<file path="src/rtl/spi_periph_pkg.sv">
// spi_periph_pkg: shared types and edge-decode helpers for the oversampled SPI peripheral.
//   state_e        : peripheral frame FSM states
//   lead_is_rise() : 1 when the leading SCLK edge is the rising edge (CPOL=0)
//   sample_on_lead(): 1 when PICO is sampled on the leading edge (CPHA=0)
package spi_periph_pkg;

    typedef enum logic [1:0] {
        WAIT_IDLE = 2'd0,
        IDLE      = 2'd1,
        ACTIVE    = 2'd2
    } state_e;

    function automatic logic lead_is_rise(input logic cpol);
        return !cpol;
    endfunction

    function automatic logic sample_on_lead(input logic cpha);
        return !cpha;
    endfunction

endpackage

</file>
<file path="src/rtl/spi_sync_edge.sv">
// spi_sync_edge: multi-flop synchroniser for one asynchronous pin plus a history
// flop, giving the synchronised level and one-cycle rise/fall pulses.
//   i_clk   in  : sampling clock
//   i_rst   in  : synchronous active-high reset (chain and history load RST_VAL)
//   i_async in  : asynchronous input pin
//   o_sync  out : synchronised level
//   o_rise  out : one-cycle pulse on a synchronised 0->1 transition
//   o_fall  out : one-cycle pulse on a synchronised 1->0 transition
module spi_sync_edge
    import spi_periph_pkg::*;
#(
    parameter int   SYNC_STAGES = 2,
    parameter logic RST_VAL     = 1'b0
) (
    input  logic i_clk,
    input  logic i_rst,
    input  logic i_async,
    output logic o_sync,
    output logic o_rise,
    output logic o_fall
);

    logic [SYNC_STAGES-1:0] sync_q;
    logic                   hist_q;

    // Synchroniser chain and one-cycle history of the synchronised level
    always_ff @(posedge i_clk) begin
        if (i_rst) begin
            sync_q <= {SYNC_STAGES{RST_VAL}};
            hist_q <= RST_VAL;
        end else begin
            sync_q <= {sync_q[SYNC_STAGES-2:0], i_async};
            hist_q <= sync_q[SYNC_STAGES-1];
        end
    end

    assign o_sync = sync_q[SYNC_STAGES-1];
    assign o_rise = sync_q[SYNC_STAGES-1] & ~hist_q;
    assign o_fall = ~sync_q[SYNC_STAGES-1] & hist_q;

endmodule

</file>
<file path="src/rtl/spi_peripheral_os.sv">
// spi_peripheral_os: SPI peripheral that oversamples SCLK/CS_n/PICO on i_clk
// (no flops clocked by SCLK). All four SPI modes, WORD_W-bit words, back-to-back
// words under one CS_n. Tx through a one-word valid/ready holding register,
// Rx as a one-cycle valid per completed word.
// Optional build macro: SPI_PERIPH_ERR_EN adds o_txUnderrun / i_errClr.
// Ports:
//   i_clk, i_rst        : clock, synchronous active-high reset
//   i_txValid/o_txReady : Tx holding-register handshake, i_txData Tx word
//   o_rxValid/o_rxData  : Rx word pulse and last completed word
//   o_busy              : frame in progress (FSM in ACTIVE)
//   i_SPI_CLK/PICO/CS_n : asynchronous SPI pins from the controller
//   o_SPI_POCI(_oe)     : peripheral data out and its output enable
//   o_txUnderrun        : (SPI_PERIPH_ERR_EN) sticky, a word load used TX_FILL
//   i_errClr            : (SPI_PERIPH_ERR_EN) clears o_txUnderrun
module spi_peripheral_os
    import spi_periph_pkg::*;
#(
    parameter int          WORD_W      = 8,
    parameter bit          CPOL        = 1'b0,
    parameter bit          CPHA        = 1'b0,
    parameter bit          MSB_FIRST   = 1'b1,
    parameter int          SYNC_STAGES = 2,
    parameter logic [31:0] TX_FILL     = 32'h0000_0000
) (
    input  logic              i_clk,
    input  logic              i_rst,
    input  logic              i_txValid,
    output logic              o_txReady,
    input  logic [WORD_W-1:0] i_txData,
    output logic              o_rxValid,
    output logic [WORD_W-1:0] o_rxData,
    output logic              o_busy,
    input  logic              i_SPI_CLK,
    input  logic              i_SPI_PICO,
    input  logic              i_SPI_CS_n,
    output logic              o_SPI_POCI,
    output logic              o_SPI_POCI_oe
`ifdef SPI_PERIPH_ERR_EN
    ,
    output logic              o_txUnderrun,
    input  logic              i_errClr
`endif
);

    localparam int                CNT_W      = $clog2(WORD_W);
    localparam logic [CNT_W-1:0]  LAST_BIT   = CNT_W'(WORD_W - 1);
    localparam logic              LEAD_RISE  = lead_is_rise(CPOL);
    localparam logic              SAMPLE_LD  = sample_on_lead(CPHA);
    localparam int                TX_BIT     = MSB_FIRST ? WORD_W - 1 : 0;
    localparam logic [WORD_W-1:0] FILL_WORD  = TX_FILL[WORD_W-1:0];
    // After reset the synchronisers hold their reset value, not the pin; wait
    // until the whole chain plus history reflects the real CS_n level.
    localparam logic [2:0]        SETTLE_CYC = 3'(SYNC_STAGES + 1);

    // Synchronised pins and edge pulses
    logic sclk_s, sclk_rise_s, sclk_fall_s, sclk_edge_s;
    logic cs_n_s, cs_rise_s, cs_fall_s;
    logic [SYNC_STAGES-1:0] pico_sync_q;
    logic pico_s;
    logic lead_s, trail_s, sample_s, shift_s;

    // FSM and datapath state
    state_e              state_q, state_d;
    logic [2:0]          settle_q;
    logic                settle_done_s;
    logic [CNT_W-1:0]    bit_cnt_q, bit_cnt_d;
    logic [WORD_W-1:0]   rx_shift_q, rx_shift_d, rx_next_s;
    logic [WORD_W-1:0]   rx_data_q, rx_data_d;
    logic                rx_valid_q, rx_valid_d;
    logic                word_done_q, word_done_d;
    logic [WORD_W-1:0]   tx_shift_q, tx_shift_d, tx_shifted_s;
    logic                load_s;
    logic [WORD_W-1:0]   hold_q, hold_d;
    logic                hold_valid_q, hold_valid_d;
    logic                tx_ready_q;
    logic                wr_s;
    logic                busy_q;
    logic                poci_q;

    spi_sync_edge #(.SYNC_STAGES(SYNC_STAGES), .RST_VAL(CPOL)) u_sclk_sync (
        .i_clk   (i_clk),
        .i_rst   (i_rst),
        .i_async (i_SPI_CLK),
        .o_sync  (sclk_s),
        .o_rise  (sclk_rise_s),
        .o_fall  (sclk_fall_s)
    );

    spi_sync_edge #(.SYNC_STAGES(SYNC_STAGES), .RST_VAL(1'b1)) u_cs_sync (
        .i_clk   (i_clk),
        .i_rst   (i_rst),
        .i_async (i_SPI_CS_n),
        .o_sync  (cs_n_s),
        .o_rise  (cs_rise_s),
        .o_fall  (cs_fall_s)
    );

    // PICO synchroniser, same depth as SCLK so data and its edge stay aligned
    always_ff @(posedge i_clk) begin
        if (i_rst) begin
            pico_sync_q <= '0;
        end else begin
            pico_sync_q <= {pico_sync_q[SYNC_STAGES-2:0], i_SPI_PICO};
        end
    end

    assign pico_s      = pico_sync_q[SYNC_STAGES-1];
    assign sclk_edge_s = sclk_rise_s | sclk_fall_s;
    // An edge is leading when the new SCLK level is the non-idle level
    assign lead_s      = sclk_edge_s & (sclk_s == LEAD_RISE);
    assign trail_s     = sclk_edge_s & (sclk_s != LEAD_RISE);
    assign sample_s    = SAMPLE_LD ? lead_s  : trail_s;
    assign shift_s     = SAMPLE_LD ? trail_s : lead_s;

    assign settle_done_s = (settle_q == SETTLE_CYC);
    assign rx_next_s     = MSB_FIRST ? {rx_shift_q[WORD_W-2:0], pico_s}
                                     : {pico_s, rx_shift_q[WORD_W-1:1]};
    assign tx_shifted_s  = MSB_FIRST ? {tx_shift_q[WORD_W-2:0], 1'b0}
                                     : {1'b0, tx_shift_q[WORD_W-1:1]};

    // Frame FSM, bit counter, Rx assembly and Tx shift/load decisions
    always_comb begin
        state_d     = state_q;
        bit_cnt_d   = bit_cnt_q;
        rx_shift_d  = rx_shift_q;
        rx_data_d   = rx_data_q;
        rx_valid_d  = 1'b0;
        word_done_d = word_done_q;
        tx_shift_d  = tx_shift_q;
        load_s      = 1'b0;
        case (state_q)
            WAIT_IDLE: begin
                if (settle_done_s && cs_n_s) begin
                    state_d = IDLE;
                end else begin
                    state_d = WAIT_IDLE;
                end
            end
            IDLE: begin
                if (cs_fall_s) begin
                    state_d     = ACTIVE;
                    bit_cnt_d   = '0;
                    word_done_d = 1'b0;
                    // CPHA=0 must present the first bit before the first SCLK edge
                    load_s      = !CPHA;
                end else begin
                    state_d = IDLE;
                end
            end
            ACTIVE: begin
                if (cs_rise_s) begin
                    // Partial words are dropped; bit_cnt restarts on the next csFall
                    state_d = IDLE;
                end else begin
                    if (sample_s) begin
                        rx_shift_d = rx_next_s;
                        if (bit_cnt_q == LAST_BIT) begin
                            bit_cnt_d   = '0;
                            rx_data_d   = rx_next_s;
                            rx_valid_d  = 1'b1;
                            word_done_d = 1'b1;
                        end else begin
                            bit_cnt_d = bit_cnt_q + 1'b1;
                        end
                    end else begin
                        rx_shift_d = rx_shift_q;
                    end
                    if (shift_s) begin
                        word_done_d = 1'b0;
                        if (CPHA ? (bit_cnt_q == '0) : word_done_q) begin
                            load_s = 1'b1;
                        end else begin
                            tx_shift_d = tx_shifted_s;
                        end
                    end else begin
                        tx_shift_d = tx_shift_d;
                    end
                end
            end
            default: begin
                state_d = WAIT_IDLE;
            end
        endcase
        if (load_s) begin
            tx_shift_d = hold_valid_q ? hold_q : FILL_WORD;
        end else begin
            tx_shift_d = tx_shift_d;
        end
    end

    // Holding register: a write and a load in the same cycle leave it valid
    always_comb begin
        wr_s   = i_txValid & tx_ready_q;
        hold_d = wr_s ? i_txData : hold_q;
        if (wr_s) begin
            hold_valid_d = 1'b1;
        end else if (load_s) begin
            hold_valid_d = 1'b0;
        end else begin
            hold_valid_d = hold_valid_q;
        end
    end

    // State, datapath and registered outputs
    always_ff @(posedge i_clk) begin
        if (i_rst) begin
            state_q      <= WAIT_IDLE;
            settle_q     <= 3'd0;
            bit_cnt_q    <= '0;
            rx_shift_q   <= '0;
            rx_data_q    <= '0;
            rx_valid_q   <= 1'b0;
            word_done_q  <= 1'b0;
            tx_shift_q   <= '0;
            hold_q       <= '0;
            hold_valid_q <= 1'b0;
            tx_ready_q   <= 1'b1;
            busy_q       <= 1'b0;
            poci_q       <= 1'b0;
        end else begin
            state_q      <= state_d;
            settle_q     <= settle_done_s ? settle_q : settle_q + 3'd1;
            bit_cnt_q    <= bit_cnt_d;
            rx_shift_q   <= rx_shift_d;
            rx_data_q    <= rx_data_d;
            rx_valid_q   <= rx_valid_d;
            word_done_q  <= word_done_d;
            tx_shift_q   <= tx_shift_d;
            hold_q       <= hold_d;
            hold_valid_q <= hold_valid_d;
            tx_ready_q   <= !hold_valid_d;
            busy_q       <= (state_d == ACTIVE);
            poci_q       <= (state_d == ACTIVE) ? tx_shift_d[TX_BIT] : 1'b0;
        end
    end

    assign o_txReady     = tx_ready_q;
    assign o_rxValid     = rx_valid_q;
    assign o_rxData      = rx_data_q;
    assign o_busy        = busy_q;
    assign o_SPI_POCI    = poci_q;
    assign o_SPI_POCI_oe = busy_q;

`ifdef SPI_PERIPH_ERR_EN
    logic underrun_q;

    // Sticky underrun flag; a new underrun beats a same-cycle clear
    always_ff @(posedge i_clk) begin
        if (i_rst) begin
            underrun_q <= 1'b0;
        end else if (load_s && !hold_valid_q) begin
            underrun_q <= 1'b1;
        end else if (i_errClr) begin
            underrun_q <= 1'b0;
        end else begin
            underrun_q <= underrun_q;
        end
    end

    assign o_txUnderrun = underrun_q;
`endif

endmodule

</file>
<file path="config.mk">
export PLATFORM = sky130hd
export DESIGN_NAME = spi_peripheral_os
export DESIGN_NICKNAME = d
export VERILOG_FILES = /design/src/rtl/spi_periph_pkg.sv /design/src/rtl/spi_sync_edge.sv /design/src/rtl/spi_peripheral_os.sv
export SDC_FILE = /design/constraint.sdc
export NUM_CORES = 1
export LEC_CHECK = 0
export ABC_AREA = 1
export ABC_CLOCK_PERIOD_IN_PS = 1850
export BUFFER_PORTS_ARGS = -buffer_cell sky130_fd_sc_hd__buf_2
export CAP_MARGIN = 20
export CORE_MARGIN = 10
export CORE_UTILIZATION = 55
export DETAILED_ROUTE_END_ITERATION = 12
export MAX_ROUTING_LAYER = met4
export PLACE_DENSITY = 0.87
export REMOVE_ABC_BUFFERS = 1
export SYNTH_ARGS = -nofsm -noshare
export SYNTH_HDL_FRONTEND = slang
export SYNTH_HIERARCHICAL = 1
export SYNTH_SLANG_ARGS = --single-unit
</file>
<file path="constraint.sdc">
create_clock -name i_clk -period 1.85 [get_ports i_clk]
set_clock_uncertainty 0.1 [all_clocks]
set_input_delay 0.0925 -clock i_clk [delete_from_list [all_inputs] [get_ports i_clk]]
set_output_delay 0.0925 -clock i_clk [all_outputs]
set_load 0.01 [all_outputs]
</file>
==> flow_metrics.tcl, run 1 <==
set metrics [dict create \
    critical-path-max-stage-delay_ns 0.33 \
    start_util_pct 56.7 \
    stdcell_count 388 \
    antenna_found_initial 0 \
    grt_pass1_wl_um 7470 \
    fin_crit_sh_pct 93.1 \
    max-slew-margin-rel_pct 46.4 \
    arrival_ns 1.86 \
    ff2ff_path_depth 7 \
    groute.usage.overall_pct 12.5 \
    cp.buffers_inverters 1 \
    viasPerCell 4.76 \
    tightestPinTransition_ns 0.803 \
    rsz0062_at_grt "no" \
    hold_path.class "primary input to flip-flop" \
    synth_compound_area_share_pct 10.1 \
    crit_chain "ha_1, ha_1, inv_1, nor2_1, a211oi_1, nand2_1, a21oi_1" \
    hold_end "u_sclk_sync/sync_q[0]" \
    die_w_um 84.2 \
    fin_setup_tns_ns 0 \
    core_sq_um 4000 \
    drt_iter0_markers 97 \
    htreeDepth 2 \
    crit_path_max_fanout 4 \
    synth_cells 299 \
    criticalPathCategory "flip-flop to flip-flop" \
    synth_area_sq_um 2270 \
    worst_skew_pair.late_latency_ns 0.31 \
    synth-xor-area-share_pct 0.386 \
    grt_max_degree 30 \
    ir_drop_uv 478 \
    drv_cap 0 \
    yosys.area_share.adder_pct 4.41 \
    grt_pass1_vias 1798 \
    slowest_stage "dfxtp_1" \
    ant_nets 0 \
    drtPass1Iterations 4 \
    crit_family "compound AO/OA/AOI/OAI gates" \
    critPathLaunchType "flip-flop" \
    cts_tree "done" \
    r2r-end "o_SPI_POCI" \
    io_pins 27 \
    ys_seq_area_share_pct 46.8 \
    ys_ff_latch 53 \
    powerDensity_nw_per_um2 801 \
    drt-total-wl_um 4270 \
    area_growth_pct 16.4 \
    p_leak_uw 0.00127 \
    die_h_um 84.2 \
    dp.final_hpwl_um 2980 \
    hold_depth 3 \
    vias 1847 \
    ff2ff_setup_slack_ns 0.13 \
    gp_congestion 0.762 \
    clock.fmax_mhz 581 \
    synth.area.mux_share_pct 0 \
    min_period_ns 1.72 \
    cts_sinks 53 \
    crit_required_ns 1.99 \
    hold_ws_ns 0.106 \
    synth-simple-area-share_pct 29.5 \
    cp_common_cell "ha_1" \
    std_cell_rows 23 \
    n_antenna_cell 0 \
    critPathCaptureType "flip-flop" \
    hp-start "i_rst" \
    status "completed" \
    hold_viol 0 \
    ys_types 26 \
    die_area_sq_um 7090 \
    drv_slew 0 \
    r2r-start "settle_q[0]" \
    drive_gt1_share_pct 17.2 \
    clock-root-buffer "clkbuf_8" \
    synth_top_family_by_area "simple AND/OR/NAND/NOR gates" \
    clk_path_buf_depth 2 \
    post_drt_wl_per_cell_um 11.0 \
    nets 359 \
    dp.cells 368 \
    grt_overflow 0 \
    syn_area_per_cell_sq_um 7.59 \
    port_buffers 26 \
    setup_viol 0 \
    route.detailed.drc 0 \
    yosys_warnings 6 \
    cts_made_buffers 5 \
    clkTransAtPathRegs_ns 0.09 \
]
-- sequential cells by signal (all words and copies together), names as in the netlist, 2 cells and up --
signal / count
hold_q: 8
o_rxData: 8
tx_shift_q: 8
rx_shift_q: 7
bit_cnt_q: 3
settle_q: 3
pico_sync_q: 2
state_q: 2
u_cs_sync/sync_q: 2
u_sclk_sync/sync_q: 2
-- cells in the mapped netlist --
| cell | count | area (sq um) |
|---|---|---|
| clkbuf_1 | 3 | 11.3 |
| dfxtp_1 | 53 | 1060 |
| o21ai_1 | 2 | 10.0 |
| o21ai_4 | 1 | 16.3 |
| nor2_8 | 1 | 20.0 |
| nand3_2 | 1 | 10.0 |
| nor3_1 | 2 | 10.0 |
| buf_6 | 1 | 11.3 |
| a21oi_1 | 13 | 65.1 |
| a211oi_1 | 1 | 7.51 |
| nor2_2 | 1 | 6.26 |
| nor2_1 | 57 | 214 |
| nand2_2 | 6 | 37.5 |
| xor2_1 | 1 | 8.76 |
| inv_1 | 32 | 120 |
| nand2_4 | 4 | 45.0 |
| inv_2 | 3 | 11.3 |
| o21ai_0 | 26 | 130 |
| buf_4 | 3 | 22.5 |
| nand2_1 | 61 | 229 |
| nand3_1 | 6 | 30.0 |
| buf_2 | 2 | 10.0 |
| nand3b_1 | 9 | 67.6 |
| ha_1 | 8 | 100 |
| clkinv_2 | 1 | 5.00 |
| clkinv_4 | 1 | 8.76 |
-- where the power goes --
group	switching (uW)	total, uW	internal (uW)
Sequential	38.1	1240	1200
Combinational	140	239	99.5
Clock	368	639	270
-- layout make-up --
class	count	area, sq um
timing repair buffer	40	263
sequential	53	1060
fill	331	1360
tap	50	62.6
multi-input combinational	200	1020
clock buffer	6	72.6
inverter	37	145
clock inverter	2	13.8
-- cell usage in the layout (no fill, tap or decap), drive strengths merged, types with 2 or more instances in the layout --
cell type / n
nor3: 2
nand3b: 9
o21ai: 29
clkbuf: 6
nand2: 71
ha: 8
clkinv: 3
nor2: 59
inv: 36
dfxtp: 53
dlygate4sd3: 11
a21oi: 13
buf: 29
nand3: 7
-- through the flow --
stage                     cell area [sq um]  power [uW]  setup WS, ns  utilization (%)
after floorplan                        2210        1410         0.236                -
after global placement                 2420        1470         0.109             60.5
after detailed placement               2420        1480        0.0381             60.5
after CTS                              2620        2130        0.0174             65.4
after global routing                   2640        2230       0.00393             66.0
final                                  2640        2120         0.128             66.0
-- layer usage --
| layer | up-vias | track usage [%] | wire length, um |
|---|---|---|---|
| met4 | 0 | 4.72 | 65 |
| met2 | 27 | 22.3 | 2150 |
| li1 | 997 | - | - |
| met3 | 7 | 3.96 | 182 |
| met5 | - | - | 0 |
| met1 | 816 | 12.5 | 1870 |
-- worst max-delay path by stage --
stage | from | endpoint | slack [ns] | cells past startpoint
detailed placement | state_q[0] | hold_valid_q | 0.04 | 9
finish | settle_q[0] | o_SPI_POCI | 0.13 | 7
global placement | state_q[0] | o_rxData[0] | 0.11 | 12
CTS | state_q[0] | hold_valid_q | 0.02 | 9
floorplan | state_q[0] | o_rxData[1] | 0.24 | 12
global route | settle_q[0] | o_SPI_POCI | 0.004 | 7
-- logic make-up (layout without fill, tap and decap cells) --
family          count (synthesis)  after routing
flops                          53             53
compound gates                 43             43
simple gates                  148            148
buf+inv                        46             85
xor+xnor                        1              1
fa+ha+maj                       8              8
-- worst register-to-register path, delay by kind of cell (launching register included) --
family | cells | cell delay [ns]
AOI/OAI and AO/OA | 2 | 0.45
adders and majority gates | 2 | 0.41
DFF | 1 | 0.33
and+or+nand+nor | 2 | 0.21
buffers and inverters | 1 | 0.15
-- timing repair --
item / CTS / global route
hold buffers: 11 / 0
buffers inserted: 0 / 1
endpoints found under the hold margin: 11 / 0
resized for setup: 0 / 4
endpoints found under the setup margin: 0 / 29
Power figures use the tool's default switching activity.
==> inputs of run 2 (changes only) <==
- SYNTH_HIERARCHICAL: 1 -> default
==> run 2 against run 1 <==
Synthesized area shrank 1.3%; total power shrank 0.88%; utilization shrank 0.40 points; routed wire length grew 10%; worst hold slack lost 0.049 ns; critical path depth grew 2; via count grew 2.3%; global-route usage grew 2.2 points; largest power group unchanged.
==> flow_metrics.tcl, run 2 <==
set metrics [dict create \
    status "completed" \
    grt_overflow 0 \
    ys_seq_area_share_pct 47.4 \
    cp.buffers_inverters 3 \
    hold_path.class "primary input to flip-flop" \
    die_h_um 83.8 \
    drtPass1Iterations 4 \
    fillCellCount 323 \
    ys_types 25 \
    rsz0062_at_grt "no" \
    core_sq_um 3970 \
    multi_input_area_sq_um 1020 \
    ys.flop_type "dfxtp_1" \
    synthTopCellsByCount "nand2_1 (72), dfxtp_1 (53), nor2_1 (42)" \
    io_pins 27 \
    ff_latch_area_sq_um 1060 \
    crit_chain "inv_1, ha_2, buf_4, nand3_2, nand2_4, nand2_4, nand2_2, a21oi_4, inv_2" \
    critPathLaunchType "flip-flop" \
    post_drt_wl_per_cell_um 12.3 \
    synth-simple-area-share_pct 30.8 \
    synth.top_cell.area_share_pct 47.4 \
    max-slew-margin-rel_pct 73.0 \
    crit_family "simple AND/OR/NAND/NOR gates" \
    powerDensity_nw_per_um2 805 \
    std_cell_rows 23 \
    clock.fmax_mhz 613 \
    synth.area.mux_share_pct 0 \
    critPathCaptureType "flip-flop" \
    grt_pass1_vias 1975 \
    ys_ff_latch 53 \
    ant_nets 0 \
    htreeDepth 2 \
    drv_slew 0 \
    drive_gt1_share_pct 17.2 \
    fin_crit_sh_pct 88.2 \
    p_leak_uw 0.00123 \
    yosys.area_share.adder_pct 5.59 \
    critical-path-max-stage-delay_ns 0.37 \
    dp.final_hpwl_um 3320 \
    cts_tree "done" \
    antenna_found_initial 0 \
    worst_skew_pair.late_latency_ns 0.31 \
    die_area_sq_um 7020 \
    clk_path_buf_depth 2 \
    synthArstFlopShare_pct 0 \
    synth-xor-area-share_pct 0.391 \
    viasPerCell 4.95 \
    grt_pass1_wl_um 8500 \
    drt-total-wl_um 4720 \
    nets 355 \
    fin_setup_tns_ns 0 \
    gp_congestion 0.797 \
    drv_cap 0 \
    synth_top_cell_by_area "dfxtp_1" \
    synth_cells 293 \
    min_period_ns 1.63 \
    yosysMostFrequentCell "nand2_1" \
    cts_setup_buffers 0 \
    start_util_pct 56.4 \
    port_buffers 26 \
    clock-root-buffer "clkbuf_8" \
    synth_compound_area_share_pct 8.77 \
    crit_path_max_fanout 9 \
    synth_edf_count 0 \
    power_uw 2100 \
    crit_required_ns 1.96 \
    layout_common_cells "nand2_1 (72), dfxtp_1 (53), nor2_1 (42)" \
    route.detailed.drc 0 \
    n_antenna_cell 0 \
    pre_cts_ws_ns 0.147 \
    vias 1890 \
    synth_area_leaders "dfxtp_1 (47%), nand2_1 (12%), nor2_1 (7.0%)" \
    grt_max_degree 25 \
    cts_sinks 53 \
    criticalPathCategory "flip-flop to flip-flop" \
    synth_area_sq_um 2240 \
    area_growth_pct 16.4 \
    setup_ws_ns 0.217 \
    groute.usage.overall_pct 14.7 \
    slowest_stage "dfxtp_1" \
    clkTransAtPathRegs_ns 0.09 \
    die_w_um 83.8 \
    cp_common_cell "nand2_4" \
    mostFrequentLayoutCell "nand2_1" \
    synth_top_family_by_area "simple AND/OR/NAND/NOR gates" \
    cts_made_buffers 5 \
    setup_viol 0 \
    tightestPinTransition_ns 0.404 \
    ir_drop_uv 690 \
    syn_area_per_cell_sq_um 7.64 \
    arrival_ns 1.75 \
    yosys_warnings 0 \
    hold_viol 0 \
    drt_iter0_markers 106 \
]
[run 2: path summary, 6_finish.rpt]
check | slack, ns | endpoint | from | cells past startpoint
setup reg to reg | 0.22 | o_txReady | state_q[0] | 9
hold / removal | 0.06 | u_cs_sync.hist_q | i_rst | 3
setup / recovery | 0.22 | o_txReady | state_q[0] | 9
hold reg to reg | 0.31 | u_sclk_sync.sync_q[1] | u_sclk_sync.sync_q[0] | 2
[run 2: through the flow]
step	hold slack, ns	cell area (sq um)	util [%]	std cells
floorplan	0.0593	2190	-	283
global route	0.0897	2610	65.6	382
finish	0.0562	2610	65.6	382
global placement	0.177	2410	60.7	363
detailed placement	0.181	2410	60.7	363
CTS	0.0505	2600	65.6	382
[run 2: kinds of logic after synthesis]
logic type	Yosys count
AOI/OAI and AO/OA	37
xor gates and xnor gates	1
adders and majority gates	10
buffers and inverters	38
DFF	53
and+or+nand+nor	154
[run 2: area by class of cell]
type | instances | area share [%]
sequential | 53 | 40.7
timing repair buffer | 41 | 10.4
tap | 50 | 2.40
clock inverter | 1 | 0.288
inverter | 28 | 4.03
clock buffer | 7 | 2.93
multi-input combinational | 202 | 39.3
[run 2: worst min-delay path: cells and delay by family]
family / cells / cell delay, ns
buf+inv: 2 / 0.24
simple gates: 1 / 0.11
[run 2: where the power goes]
part           switching (uW)  internal [uW]  total (uW)
registers                33.5           1190        1230
clock network             371            269         639
logic                     135           95.6         231
[run 2: layer usage]
layer  wire length [um]  GRT usage (%)  vias up  share of wire [%]
li1                   -              -      993                  -
met1               2030           14.7      837                 43
met2               2360           26.0       46                 50
met3                212           3.81       14                4.5
met4                116           7.31        0                2.5
met5                  0              -        -                  0
[run 2: timing repair]
item                                   4_1_cts  5_1_grt
resized for setup                            0        1
hold buffers                                11        0
endpoints found under the hold margin       11        0
setup endpoints to repair                    0        2
